File: src/rtl/frame_sync_param_if.sv
// Serial bit stream in and frame-synchroniser status out, grouped for frame_sync_param.
interface frame_sync_param_if #(
  parameter int FRAME_LEN = 64,
  parameter int HEAD_LEN  = 8
);
  logic                            bit_en;
  logic                            data_in;
  logic                            is_frame_sychronized;
  logic [2:0]                      synchronizer_state;
  logic                            data_sync_out;
  logic                            data_sync_valid;
  logic                            frame_start;
  logic [$clog2(FRAME_LEN)-1:0]    bit_pos;
  logic [$clog2(HEAD_LEN+1)-1:0]   head_err;
  logic [7:0]                      lock_loss_cnt;

  modport master (
    output bit_en, data_in,
    input  is_frame_sychronized, synchronizer_state, data_sync_out, data_sync_valid,
           frame_start, bit_pos, head_err, lock_loss_cnt
  );

  modport slave (
    input  bit_en, data_in,
    output is_frame_sychronized, synchronizer_state, data_sync_out, data_sync_valid,
           frame_start, bit_pos, head_err, lock_loss_cnt
  );
endinterface

File: src/rtl/frame_sync_param.sv
// Serial frame synchroniser: hunts for a header with bounded bit errors, confirms lock
// over several frames and flywheels through a limited number of missed headers.
module frame_sync_param #(
  parameter int                  FRAME_LEN    = 64,
  parameter int                  HEAD_LEN     = 8,
  parameter logic [HEAD_LEN-1:0] HEAD_PATTERN = 8'b01111110,
  parameter int                  MAX_ERR      = 0,
  parameter int                  CONFIRM_N    = 2,
  parameter int                  LOSS_N       = 2
) (
  input logic               clk_out,
  input logic               rst_n,
  frame_sync_param_if.slave bus
);
  localparam int POS_W  = $clog2(FRAME_LEN);
  localparam int ERR_W  = $clog2(HEAD_LEN+1);
  localparam int HIT_W  = $clog2(CONFIRM_N+1);
  localparam int MISS_W = $clog2(LOSS_N+1);

  typedef enum logic [2:0] {
    HUNT     = 3'b000,
    FLYWHEEL = 3'b001,
    SYNC     = 3'b010,
    VERIFY   = 3'b011
  } state_t;

  state_t              state;
  logic [HEAD_LEN-1:0] head_buf;
  logic [POS_W-1:0]    bit_pos;
  logic [HIT_W-1:0]    hit_cnt;
  logic [MISS_W-1:0]   miss_cnt;
  logic [ERR_W-1:0]    head_err;
  logic [7:0]          lock_loss_cnt;
  logic                is_sync;
  logic                data_sync_out;
  logic                data_sync_valid;
  logic                frame_start;

  logic [HEAD_LEN-1:0] nxt;
  logic [ERR_W-1:0]    err;
  logic                match;
  logic                boundary;

  // Header window as it will look once the current bit is shifted in.
  always_comb begin
    nxt = {head_buf[HEAD_LEN-2:0], bus.data_in};
    err = '0;
    for (int i = 0; i < HEAD_LEN; i++) begin
      err = err + ERR_W'(nxt[i] ^ HEAD_PATTERN[i]);
    end
    match    = (err <= ERR_W'(MAX_ERR));
    boundary = (bit_pos == POS_W'(FRAME_LEN-1));
  end

  always_ff @(posedge clk_out or negedge rst_n) begin
    if (!rst_n) begin
      state           <= HUNT;
      head_buf        <= '0;
      bit_pos         <= '0;
      hit_cnt         <= '0;
      miss_cnt        <= '0;
      head_err        <= '0;
      lock_loss_cnt   <= '0;
      is_sync         <= 1'b0;
      data_sync_out   <= 1'b0;
      data_sync_valid <= 1'b0;
      frame_start     <= 1'b0;
    end else if (!bus.bit_en) begin
      data_sync_valid <= 1'b0;
      frame_start     <= 1'b0;
    end else begin
      head_buf        <= nxt;
      data_sync_out   <= head_buf[HEAD_LEN-1];
      data_sync_valid <= 1'b1;
      frame_start     <= 1'b0;
      case (state)
        HUNT: begin
          bit_pos <= '0;
          hit_cnt <= '0;
          if (match) begin
            state    <= VERIFY;
            hit_cnt  <= HIT_W'(1);
            head_err <= err;
          end
        end
        VERIFY: begin
          if (boundary) begin
            bit_pos  <= '0;
            head_err <= err;
            if (match) begin
              hit_cnt <= hit_cnt + HIT_W'(1);
              if (hit_cnt == HIT_W'(CONFIRM_N-1)) begin
                state       <= SYNC;
                is_sync     <= 1'b1;
                frame_start <= 1'b1;
              end
            end else begin
              state   <= HUNT;
              hit_cnt <= '0;
            end
          end else begin
            bit_pos <= bit_pos + POS_W'(1);
          end
        end
        SYNC: begin
          if (boundary) begin
            bit_pos     <= '0;
            head_err    <= err;
            frame_start <= 1'b1;
            if (!match) begin
              state    <= FLYWHEEL;
              miss_cnt <= MISS_W'(1);
            end
          end else begin
            bit_pos <= bit_pos + POS_W'(1);
          end
        end
        FLYWHEEL: begin
          // Keep the predicted frame timing until LOSS_N headers in a row are missed.
          if (boundary) begin
            bit_pos  <= '0;
            head_err <= err;
            if (match) begin
              state       <= SYNC;
              miss_cnt    <= '0;
              frame_start <= 1'b1;
            end else if (miss_cnt == MISS_W'(LOSS_N-1)) begin
              state    <= HUNT;
              miss_cnt <= '0;
              hit_cnt  <= '0;
              is_sync  <= 1'b0;
              if (lock_loss_cnt != 8'hFF) lock_loss_cnt <= lock_loss_cnt + 8'd1;
            end else begin
              miss_cnt    <= miss_cnt + MISS_W'(1);
              frame_start <= 1'b1;
            end
          end else begin
            bit_pos <= bit_pos + POS_W'(1);
          end
        end
        default: begin
          state    <= HUNT;
          bit_pos  <= '0;
          hit_cnt  <= '0;
          miss_cnt <= '0;
          is_sync  <= 1'b0;
        end
      endcase
    end
  end

  assign bus.is_frame_sychronized = is_sync;
  assign bus.synchronizer_state   = state;
  assign bus.data_sync_out        = data_sync_out;
  assign bus.data_sync_valid      = data_sync_valid;
  assign bus.frame_start          = frame_start;
  assign bus.bit_pos              = bit_pos;
  assign bus.head_err             = head_err;
  assign bus.lock_loss_cnt        = lock_loss_cnt;
endmodule

File: src/flat_wrapper.sv
// flat-port wrapper written by rule: the top's interface ports become plain ports
module frame_sync_param_flat 
#(
  parameter int                  FRAME_LEN    = 64,
  parameter int                  HEAD_LEN     = 8,
  parameter logic [HEAD_LEN-1:0] HEAD_PATTERN = 8'b01111110,
  parameter int                  MAX_ERR      = 0,
  parameter int                  CONFIRM_N    = 2,
  parameter int                  LOSS_N       = 2
)
  (clk_out, rst_n, bus_bit_en, bus_data_in, bus_is_frame_sychronized, bus_synchronizer_state, bus_data_sync_out, bus_data_sync_valid, bus_frame_start, bus_bit_pos, bus_head_err, bus_lock_loss_cnt);
  frame_sync_param_if #(.FRAME_LEN(FRAME_LEN), .HEAD_LEN(HEAD_LEN)) bus_i ();
  input logic clk_out;
  input logic rst_n;
  input wire logic [$bits(bus_i.bit_en)-1:0] bus_bit_en;
  input wire logic [$bits(bus_i.data_in)-1:0] bus_data_in;
  output wire logic [$bits(bus_i.is_frame_sychronized)-1:0] bus_is_frame_sychronized;
  output wire logic [$bits(bus_i.synchronizer_state)-1:0] bus_synchronizer_state;
  output wire logic [$bits(bus_i.data_sync_out)-1:0] bus_data_sync_out;
  output wire logic [$bits(bus_i.data_sync_valid)-1:0] bus_data_sync_valid;
  output wire logic [$bits(bus_i.frame_start)-1:0] bus_frame_start;
  output wire logic [$bits(bus_i.bit_pos)-1:0] bus_bit_pos;
  output wire logic [$bits(bus_i.head_err)-1:0] bus_head_err;
  output wire logic [$bits(bus_i.lock_loss_cnt)-1:0] bus_lock_loss_cnt;
  assign bus_i.bit_en = bus_bit_en;
  assign bus_i.data_in = bus_data_in;
  assign bus_is_frame_sychronized = bus_i.is_frame_sychronized;
  assign bus_synchronizer_state = bus_i.synchronizer_state;
  assign bus_data_sync_out = bus_i.data_sync_out;
  assign bus_data_sync_valid = bus_i.data_sync_valid;
  assign bus_frame_start = bus_i.frame_start;
  assign bus_bit_pos = bus_i.bit_pos;
  assign bus_head_err = bus_i.head_err;
  assign bus_lock_loss_cnt = bus_i.lock_loss_cnt;
  frame_sync_param #(.FRAME_LEN(FRAME_LEN), .HEAD_LEN(HEAD_LEN), .HEAD_PATTERN(HEAD_PATTERN), .MAX_ERR(MAX_ERR), .CONFIRM_N(CONFIRM_N), .LOSS_N(LOSS_N)) u_core (.clk_out(clk_out), .rst_n(rst_n), .bus(bus_i));
endmodule
File: config.mk
export PLATFORM = sky130hd
export DESIGN_NAME = frame_sync_param_flat
export DESIGN_NICKNAME = d
export VERILOG_FILES = /design/src/rtl/frame_sync_param_if.sv /design/src/rtl/frame_sync_param.sv /design/src/flat_wrapper.sv
export SDC_FILE = /design/constraint.sdc
export NUM_CORES = 1
export LEC_CHECK = 0
export CAP_MARGIN = 0
export CORE_UTILIZATION = 58
export DETAILED_ROUTE_END_ITERATION = 6
export PLACE_DENSITY = 0.9
export SLEW_MARGIN = 25
export SYNTH_ARGS = -nofsm -noshare
export SYNTH_HDL_FRONTEND = slang
export SYNTH_SLANG_ARGS = --single-unit
File: constraint.sdc
create_clock -name clk_out -period 10.74 [get_ports clk_out]
set_input_delay 2.685 -clock clk_out [delete_from_list [all_inputs] [get_ports clk_out]]
set_output_delay 2.685 -clock clk_out [all_outputs]
set_load 0.05 [all_outputs]
* Word-level counts from Yosys, hierarchy flattened *
Index checks and enable logic that the tools add are counted.
W data, S select, Z words.

cells by class
  magnitude comparators = 1
  reduce and logical (&&, ||, !) cells = 11
  eq/ne operators = 19
  muxes and demuxes = 45
  bitwise gates (word level) = 10
  add/subtract/negate cells = 11

operator list
  kind                   number
  $mux W3                9
  $add A4 B1 Y4          6
  $mux W2                10
  $mux W1                16
  $ne A2 B1 Y1 const B   8
  $reduce_and A8 Y1      2
  $mux W6                2
  $pmux W3 S4            1
  $reduce_and A6 Y1      2
  $not A1 Y1             10
  $add A8 B1 Y8 const B  1
  $mux W4                2
  $ne A8 B8 Y1 const B   1
  $pmux W2 S4            1
  $pmux W4 S2            1
  $add A6 B1 Y6 const B  1
  $eq A3 B2 Y1 const B   2
  $eq A6 B6 Y1 const B   1
  $pmux W1 S3            2
  $pmux W2 S3            1
  $reduce_and A5 Y1      1
  $add A2 B1 Y2 const B  2
  $eq A2 B1 Y1 const B   2
  $le A4 B1 Y1 const B   1
  other kinds (10)       12

word-level totals
  flip-flop bits (word level) = 37
  logic and storage cells = 108
  input port bits = 4
  output and inout port bits = 25

* Logic depth before layout (Yosys ltp) *
Gate-level depths: netlist of run 1.

  word-level depth = 13
  gate-level depth with buffers = 13
  gate-level depth less buffers = 12

* Worst setup path after synthesis of run 1 *
Ideal clock, no wire load.

  path type = input port to flip-flop
  start point = input bus_data_in
  end point = register u_core.hit_cnt[0]
  path buffers = 1
  setup slack = 4.369 ns
  data required time = 10.615 ns
  stages = 12
  setup time = 0.125 ns
  data arrival time = 6.246 ns
  cell sequence = ha_1 > fa_1 > inv_1 > fa_1 > fa_1 > fa_1 > xor2_1 > and3_2 > buf_2 > a21o_1 > a211oi_1 > mux2_2

on the way
  cells in the longest elaborated chain, start to end = 11
  elaborated cells between the ends (all ways) = 14
  those cells by class = add/sub: 7; order compare: 1; eq/ne: 1; mux: 4; reduce/logical: 1

ends and longest elaborated chain
  element                          line                    text
  from (decl)                      flat_wrapper.sv:16      input wire logic [$bits(bus_i.data_in)-1:0] bus_data_in;
  $add A1 B1 Y2 (*)                frame_sync_param.sv:49  err = err + ERR_W'(nxt[i] ^ HEAD_PATTERN[i]);
  $add A4 B1 Y4 (*) (6 in series)  frame_sync_param.sv:49
  $le A4 B1 Y1 (*)                 frame_sync_param.sv:51  match = (err <= ERR_W'(MAX_ERR));
  $mux W2                          frame_sync_param.sv:90  if (match) begin
  $mux W2                          frame_sync_param.sv:87  if (boundary) begin
  $pmux W2 S4                      frame_sync_param.sv:76  case (state)
  to (signal assigned)             frame_sync_param.sv:91  hit_cnt <= hit_cnt + HIT_W'(1);
  to (decl)                        frame_sync_param.sv:30  logic [HIT_W-1:0] hit_cnt;

Every way passes the cells marked *; elsewhere a longest branch is shown, timed or not. The select of a mux whose other input is x is not followed.
A chain may end at the register's enable or synchronous reset.

* Worst setup path in the final report of run 1 *
Same ends and word-level chain as after synthesis.

==> qor.csv, run 1 <==
metric,value,unit
via_per_inst,5.758,
arrival,6820,ps
yosys-top-cells-area,"dfrtp_1 (45%), ha_1 (6.2%), mux2_2 (5.6%)",
n_antenna_cell,0,
cts_tree,done,
critPathTopFamily,adder cells,
place_congestion,0.8550,
path_max_fanout,6,
yosysUniqueCellTypes,46,
final_max_slew_viol_count,0,
power_frac_seq,31.0,%
cts_resized,0,
drc,0,
dpl.hpwl,2.917,mm
setup_viol,0,
path_class,in -> reg,
area_growth,18.68,%
p_clk_share,15.1,%
p_leak,0.001027,µW
multiInputGateArea,0.001012,mm²
synthArstFlopShare,100.0,%
h-tree-depth,2,
vdd_drop_max,212.3,µV
power_density,264.1,mW/mm²
finalSetupTns,0,ps
pre_cts_ws,3811,ps
fin_worst_skew,11.44,ps
period_share,61.26,%
crit_slowest_cell,fa_1,
grt_pass1_wl,6.596,mm
ys_ff_latch,36,
final.fill_count,268,
die-height,60.95,µm
internal-power,336.8,µW
portBuffers,27,
period_needed,6579,ps
dieArea,0.003715,mm²
slowest_delay,500,ps
place_inst,261,
max_slew_margin,43.97,%
worst_pin_slew,837.8,ps
antenna_found_initial,0,
combPwrFrac,54.0,%
yosys_warnings,0,
grt.overflow.total,0,
die_x,60.95,µm
io_pins,29,
status,"finished, final reports clean",
synth_seq_area_share,44.69,%
synth_top_area_share,44.69,%
syn-instance-count,195,
crit_buf_inv,2,
start_util,60.40,%
max-cap-violations,0,
numCtsBuffers,5,
drive_above_1_share,11.66,%
std_cell_rows,21,
fmax,0.1520,GHz
nets,240,
first_pass_iters,4,
switching_power,295.0,µW
min_path_type,reg -> reg,
vias,1549,
clock_latency,340,ps
fin_ws,4161,ps
path_clk_slew,120,ps
wl,4.058,mm
hold_buffers,0,
syn_area_per_cell,10.34,µm²
synth_edf_count,0,
cp.required,10980,ps
final_cells,269,
end_kind,register,
crit_chain,clkdlybuf4s50_1 -> ha_1 -> fa_1 -> inv_1 -> fa_1 -> fa_1 -> fa_1 -> xor2_1 -> and3_2 -> a21o_1 -> a211oi_1 -> mux2_2,
first_global_vias,1482,
clockRootBuffer,clkbuf_4,
postCtsSetupBuffers,0,
antenna_left,0,
final_hold_viol_count,0,
rsz0062_at_grt,false,
p_total,631.8,µW
synth_top_flop_cell,dfrtp_1,
final_util,71.69,%
cp-start-kind,input port,
wl_per_cell,15.09,µm
cts.sinks,36,
syn_area,0.002016,mm²
switching_share,46.69,%
cp_common_cell,fa_1,
drtIter0Drc,72,
seqCellArea,900.9,µm²
coreArea,0.003337,mm²
grt_max_degree,37,
clk_path_buf_depth,2,
synth_nets,213,
grt_usage,24.75,%
synth_top_area_cell,dfrtp_1,
## registers in the layout, indices dropped and copies added, names as in the netlist
signal,flops
u_core.bus.bit_pos,6
u_core.hit_cnt,2
u_core.bus.is_frame_sychronized,1
u_core.head_buf,8
u_core.bus.data_sync_out,1
u_core.bus.synchronizer_state,2
u_core.miss_cnt,2
u_core.bus.frame_start,1
u_core.bus.lock_loss_cnt,8
u_core.bus.data_sync_valid,1
u_core.bus.head_err,4
## cells in the final DEF, fill, tap and decap left out, types with 3 or more instances in the layout
cell,count
clkdlybuf4s50_1,27
dfrtp_1,36
o21ai_0,11
o31ai_1,3
o2bb2ai_1,4
ha_1,10
nor3_1,6
nor2_1,7
nand2_1,13
fa_1,4
nand3_1,8
clkbuf_4,5
mux2i_1,3
a21oi_1,10
xnor2_1,5
nand4_1,3
o21a_1,3
inv_1,18
mux2_2,10
nand2b_1,3
## Yosys cell counts (2+ instances only)
master and number:
ha_1 10, a31oi_1 2, buf_1 2, o21ai_0 11, nor2_1 7, mux2i_1 3, a211oi_1 2, fa_1 4
dfrtp_1 36, o32ai_1 2, xor2_1 2, a21oi_1 10, nor4_1 2, nor3_1 6, xnor2_1 5, nand2b_1 3
and3_1 2, nand2_1 13, inv_1 18, o2bb2ai_1 4, clkbuf_1 4, o31ai_1 3, nand3_1 8, o21a_1 3
nand4_1 3, mux2_2 10
## metal layers
| layer | track usage (%) | share of wire, % | vias to the layer above |
|---|---|---|---|
| met5 | 0 | 0 | - |
| met4 | 12.66 | 1.2 | 0 |
| met3 | 4.691 | 4.2 | 6 |
| met2 | 40.35 | 50 | 47 |
| met1 | 31.65 | 45 | 750 |
| li1 | - | - | 746 |
## final timing paths
check	slack, ps	endpoint	startpoint	depth (start not counted)
max reg2reg	6550	u_core.hit_cnt[0]	u_core.head_buf[0]	12
min reg2reg	500	u_core.miss_cnt[1]	u_core.miss_cnt[1]	1
min in group asynchronous	2750	u_core.bus.synchronizer_state[0]	rst_n	2
max	4160	u_core.hit_cnt[0]	bus_data_in	12
min	500	u_core.miss_cnt[1]	u_core.miss_cnt[1]	1
max in group asynchronous	7660	u_core.bus.head_err[1]	rst_n	2
## through the flow
| step | hold slack [ps] | area (µm²) |
|---|---|---|
| after global routing | 532.9 | 2392 |
| after global placement | 460.4 | 2316 |
| after floorplan | 448.6 | 2016 |
| after CTS | 497.1 | 2392 |
| final | 495.5 | 2392 |
| after detailed placement | 471.0 | 2316 |
## logic make-up after synthesis
group / after synthesis / share of synthesized area, %
flops: 36 / 44.69
other cells: 1 / 0.1860
simple gates: 53 / 14.09
xor+xnor: 7 / 3.042
compound gates: 45 / 15.64
fa+ha+maj: 14 / 10.18
buf+inv: 26 / 5.090
mux: 13 / 7.077
## power by group through the flow
| stage | clock [µW] | combinational (µW) | sequential (µW) |
|---|---|---|---|
| after floorplan | 0 | 179 | 263 |
| after global placement | 0 | 324 | 197 |
| after detailed placement | 0 | 338 | 198 |
| after CTS | 97.0 | 339 | 196 |
| after global routing | 103 | 366 | 201 |
| final | 95.1 | 341 | 196 |
## layout make-up
type	instances	area share, %
multi-input combinational	133	42.31
sequential	36	37.66
timing repair buffer	28	11.61
inverter	18	2.824
tap	46	2.406
clock buffer	6	1.726
clock inverter	2	1.464
No activity file was read; power rests on OpenSTA's default activity.
==> run 2, diff against run 1 <==
Settings changed: CORE_UTILIZATION 58 to 49, PLACE_DENSITY 0.9 to 0.82.
Clock period 10.74 ns to 5.8 ns, I/O delays scaled along.
==> run 2 against run 1 <==
Die area rose by 18%. Register-to-register slack worse by 4900 ps. Combinational power increased by 83%. Cell count is 1.1% higher. Clock-buffer cell count grew 1. Via count down 1.4%. Clock power rose to 2.5 times the previous value. Largest power group unchanged. Non-clock buffer count up 1. Sequential cell count did not move. Clock skew shrank 5.7 ps. Core utilization decreased by 7.1 points.
==> qor.csv, run 2 (same netlist as run 1, synthesis figures left out) <==
metric,value,unit
die-height,66.14,µm
numCtsBuffers,5,
n_antenna_cell,0,
cp-startpoint,bus_data_in,
crit_end,u_core.hit_cnt[0],
portBuffers,27,
cp.required,5970,ps
h-tree-depth,2,
antenna_found_initial,0,
path_max_fanout,6,
fmax,0.1851,GHz
final_hold_viol_count,0,
crit_cells,12,
via_per_inst,5.614,
r2r_start,u_core.head_buf[0],
arrival,5570,ps
rsz0062_at_grt,false,
max_slew_margin,59.04,%
hold_buffers,0,
critPathTopFamily,adder cells,
place_congestion,0.8392,
reg.largest.list,"u_core.bus.lock_loss_cnt (8), u_core.head_buf (8), u_core.bus.bit_pos (6)",
holdWs,493.4,ps
postCtsSetupBuffers,0,
nets,241,
final_max_slew_viol_count,0,
final_common_cell,dfrtp_1,
coreArea,0.003799,mm²
crit_buf_inv,2,
max-cap-violations,0,
grt.overflow.total,0,
min_path_type,reg -> reg,
p_total,1225,µW
power_density,499.4,mW/mm²
drive_above_1_share,12.50,%
cts.sinks,36,
reg2regPathDepth,12,
drtIter0Drc,94,
rr_endpoint,u_core.hit_cnt[0],
path_class,in -> reg,
dpl.hpwl,2.655,mm
worst-r2r-setup-slack,1610,ps
grt_usage,20.22,%
final_area,0.002452,mm²
grt_pass1_wl,6.610,mm
period_share,93.17,%
dpl_cell_area,0.002326,mm²
drc,0,
worstHoldPathCells,1,
fin_worst_skew,5.785,ps
cts_tree,done,
finalSetupTns,0,ps
min_from,u_core.miss_cnt[1],
antenna_left,0,
crit_slowest_cell,fa_1,
std_cell_rows,22,
wl,3.827,mm
dieArea,0.004374,mm²
first_pass_iters,4,
status,"finished, final reports clean",
crit_chain,clkdlybuf4s50_1 -> ha_1 -> fa_1 -> inv_1 -> fa_1 -> fa_1 -> fa_1 -> xor2_1 -> and3_2 -> a21o_1 -> a211oi_1 -> mux2_2,
slowest_delay,520,ps
clockRootBuffer,clkbuf_8,
most-common-layout-cells,"dfrtp_1 (36), clkdlybuf4s50_1 (27), inv_1 (18)",
first_global_vias,1440,
start_util,53.06,%
setup_viol,0,
cp-start-kind,input port,
clock_latency,290,ps
die_x,66.14,µm
io_pins,29,
area_growth,21.66,%
vdd_drop_max,394.6,µV
wl_per_cell,14.07,µm
final_util,64.56,%
period_needed,5404,ps
grt_max_degree,37,
end_kind,register,
cp_common_cell,fa_1,
path_clk_slew,70,ps
cts_resized,0,
vias,1527,
worst_pin_slew,611.6,ps
clk_path_buf_depth,2,
p_leak,0.001054,µW
[run 2: worst register-to-register path: stages, from the launching register on]
cell and delay [ps]:
dfrtp_1 350, inv_1 60, ha_1 290, fa_1 520, inv_1 50, fa_1 490, fa_1 470, fa_1 390
xor2_1 190, and3_2 300, a21o_1 210, a211oi_1 380, mux2_2 380
[run 2: cell type report]
cell class	instances	area [µm²]
clock inverter	1	30.03
clock buffer	7	96.34
multi-input combinational	133	1012
fill	329	1346
inverter	18	67.56
sequential	36	900.9
tap	48	60.06
timing repair buffer	29	285.3
[run 2: worst min path at each step]
stage / end / slack (ps)
floorplan: u_core.miss_cnt[1] / 450
global placement: u_core.miss_cnt[1] / 470
detailed placement: u_core.miss_cnt[1] / 470
CTS: u_core.miss_cnt[1] / 490
global route: u_core.miss_cnt[1] / 510
finish: u_core.miss_cnt[1] / 490
[run 2: power breakdown]
part	leakage [µW]	internal [µW]	switching, µW
combinational	0.000521	228	397
clock	0.0000645	152	87.4
sequential	0.000469	305	55.4
[run 2: routing by layer]
metal  vias to the layer above  global-route usage (%)  part of all wire, %
met5                         -                       0                    0
met4                         0                   6.383                  1.6
met3                         8                   6.034                  3.9
met2                        33                   31.38                   47
met1                       738                   27.06                   48
li1                        748                       -                    -
[run 2: per-stage QoR]
stage          setup slack, ps  cells
2_1_floorplan            663.9    195
3_3_place_gp             207.5    264
3_5_place_dp             121.1    264
4_1_cts                  391.8    272
5_1_grt                  248.7    272
6_report                 396.4    272
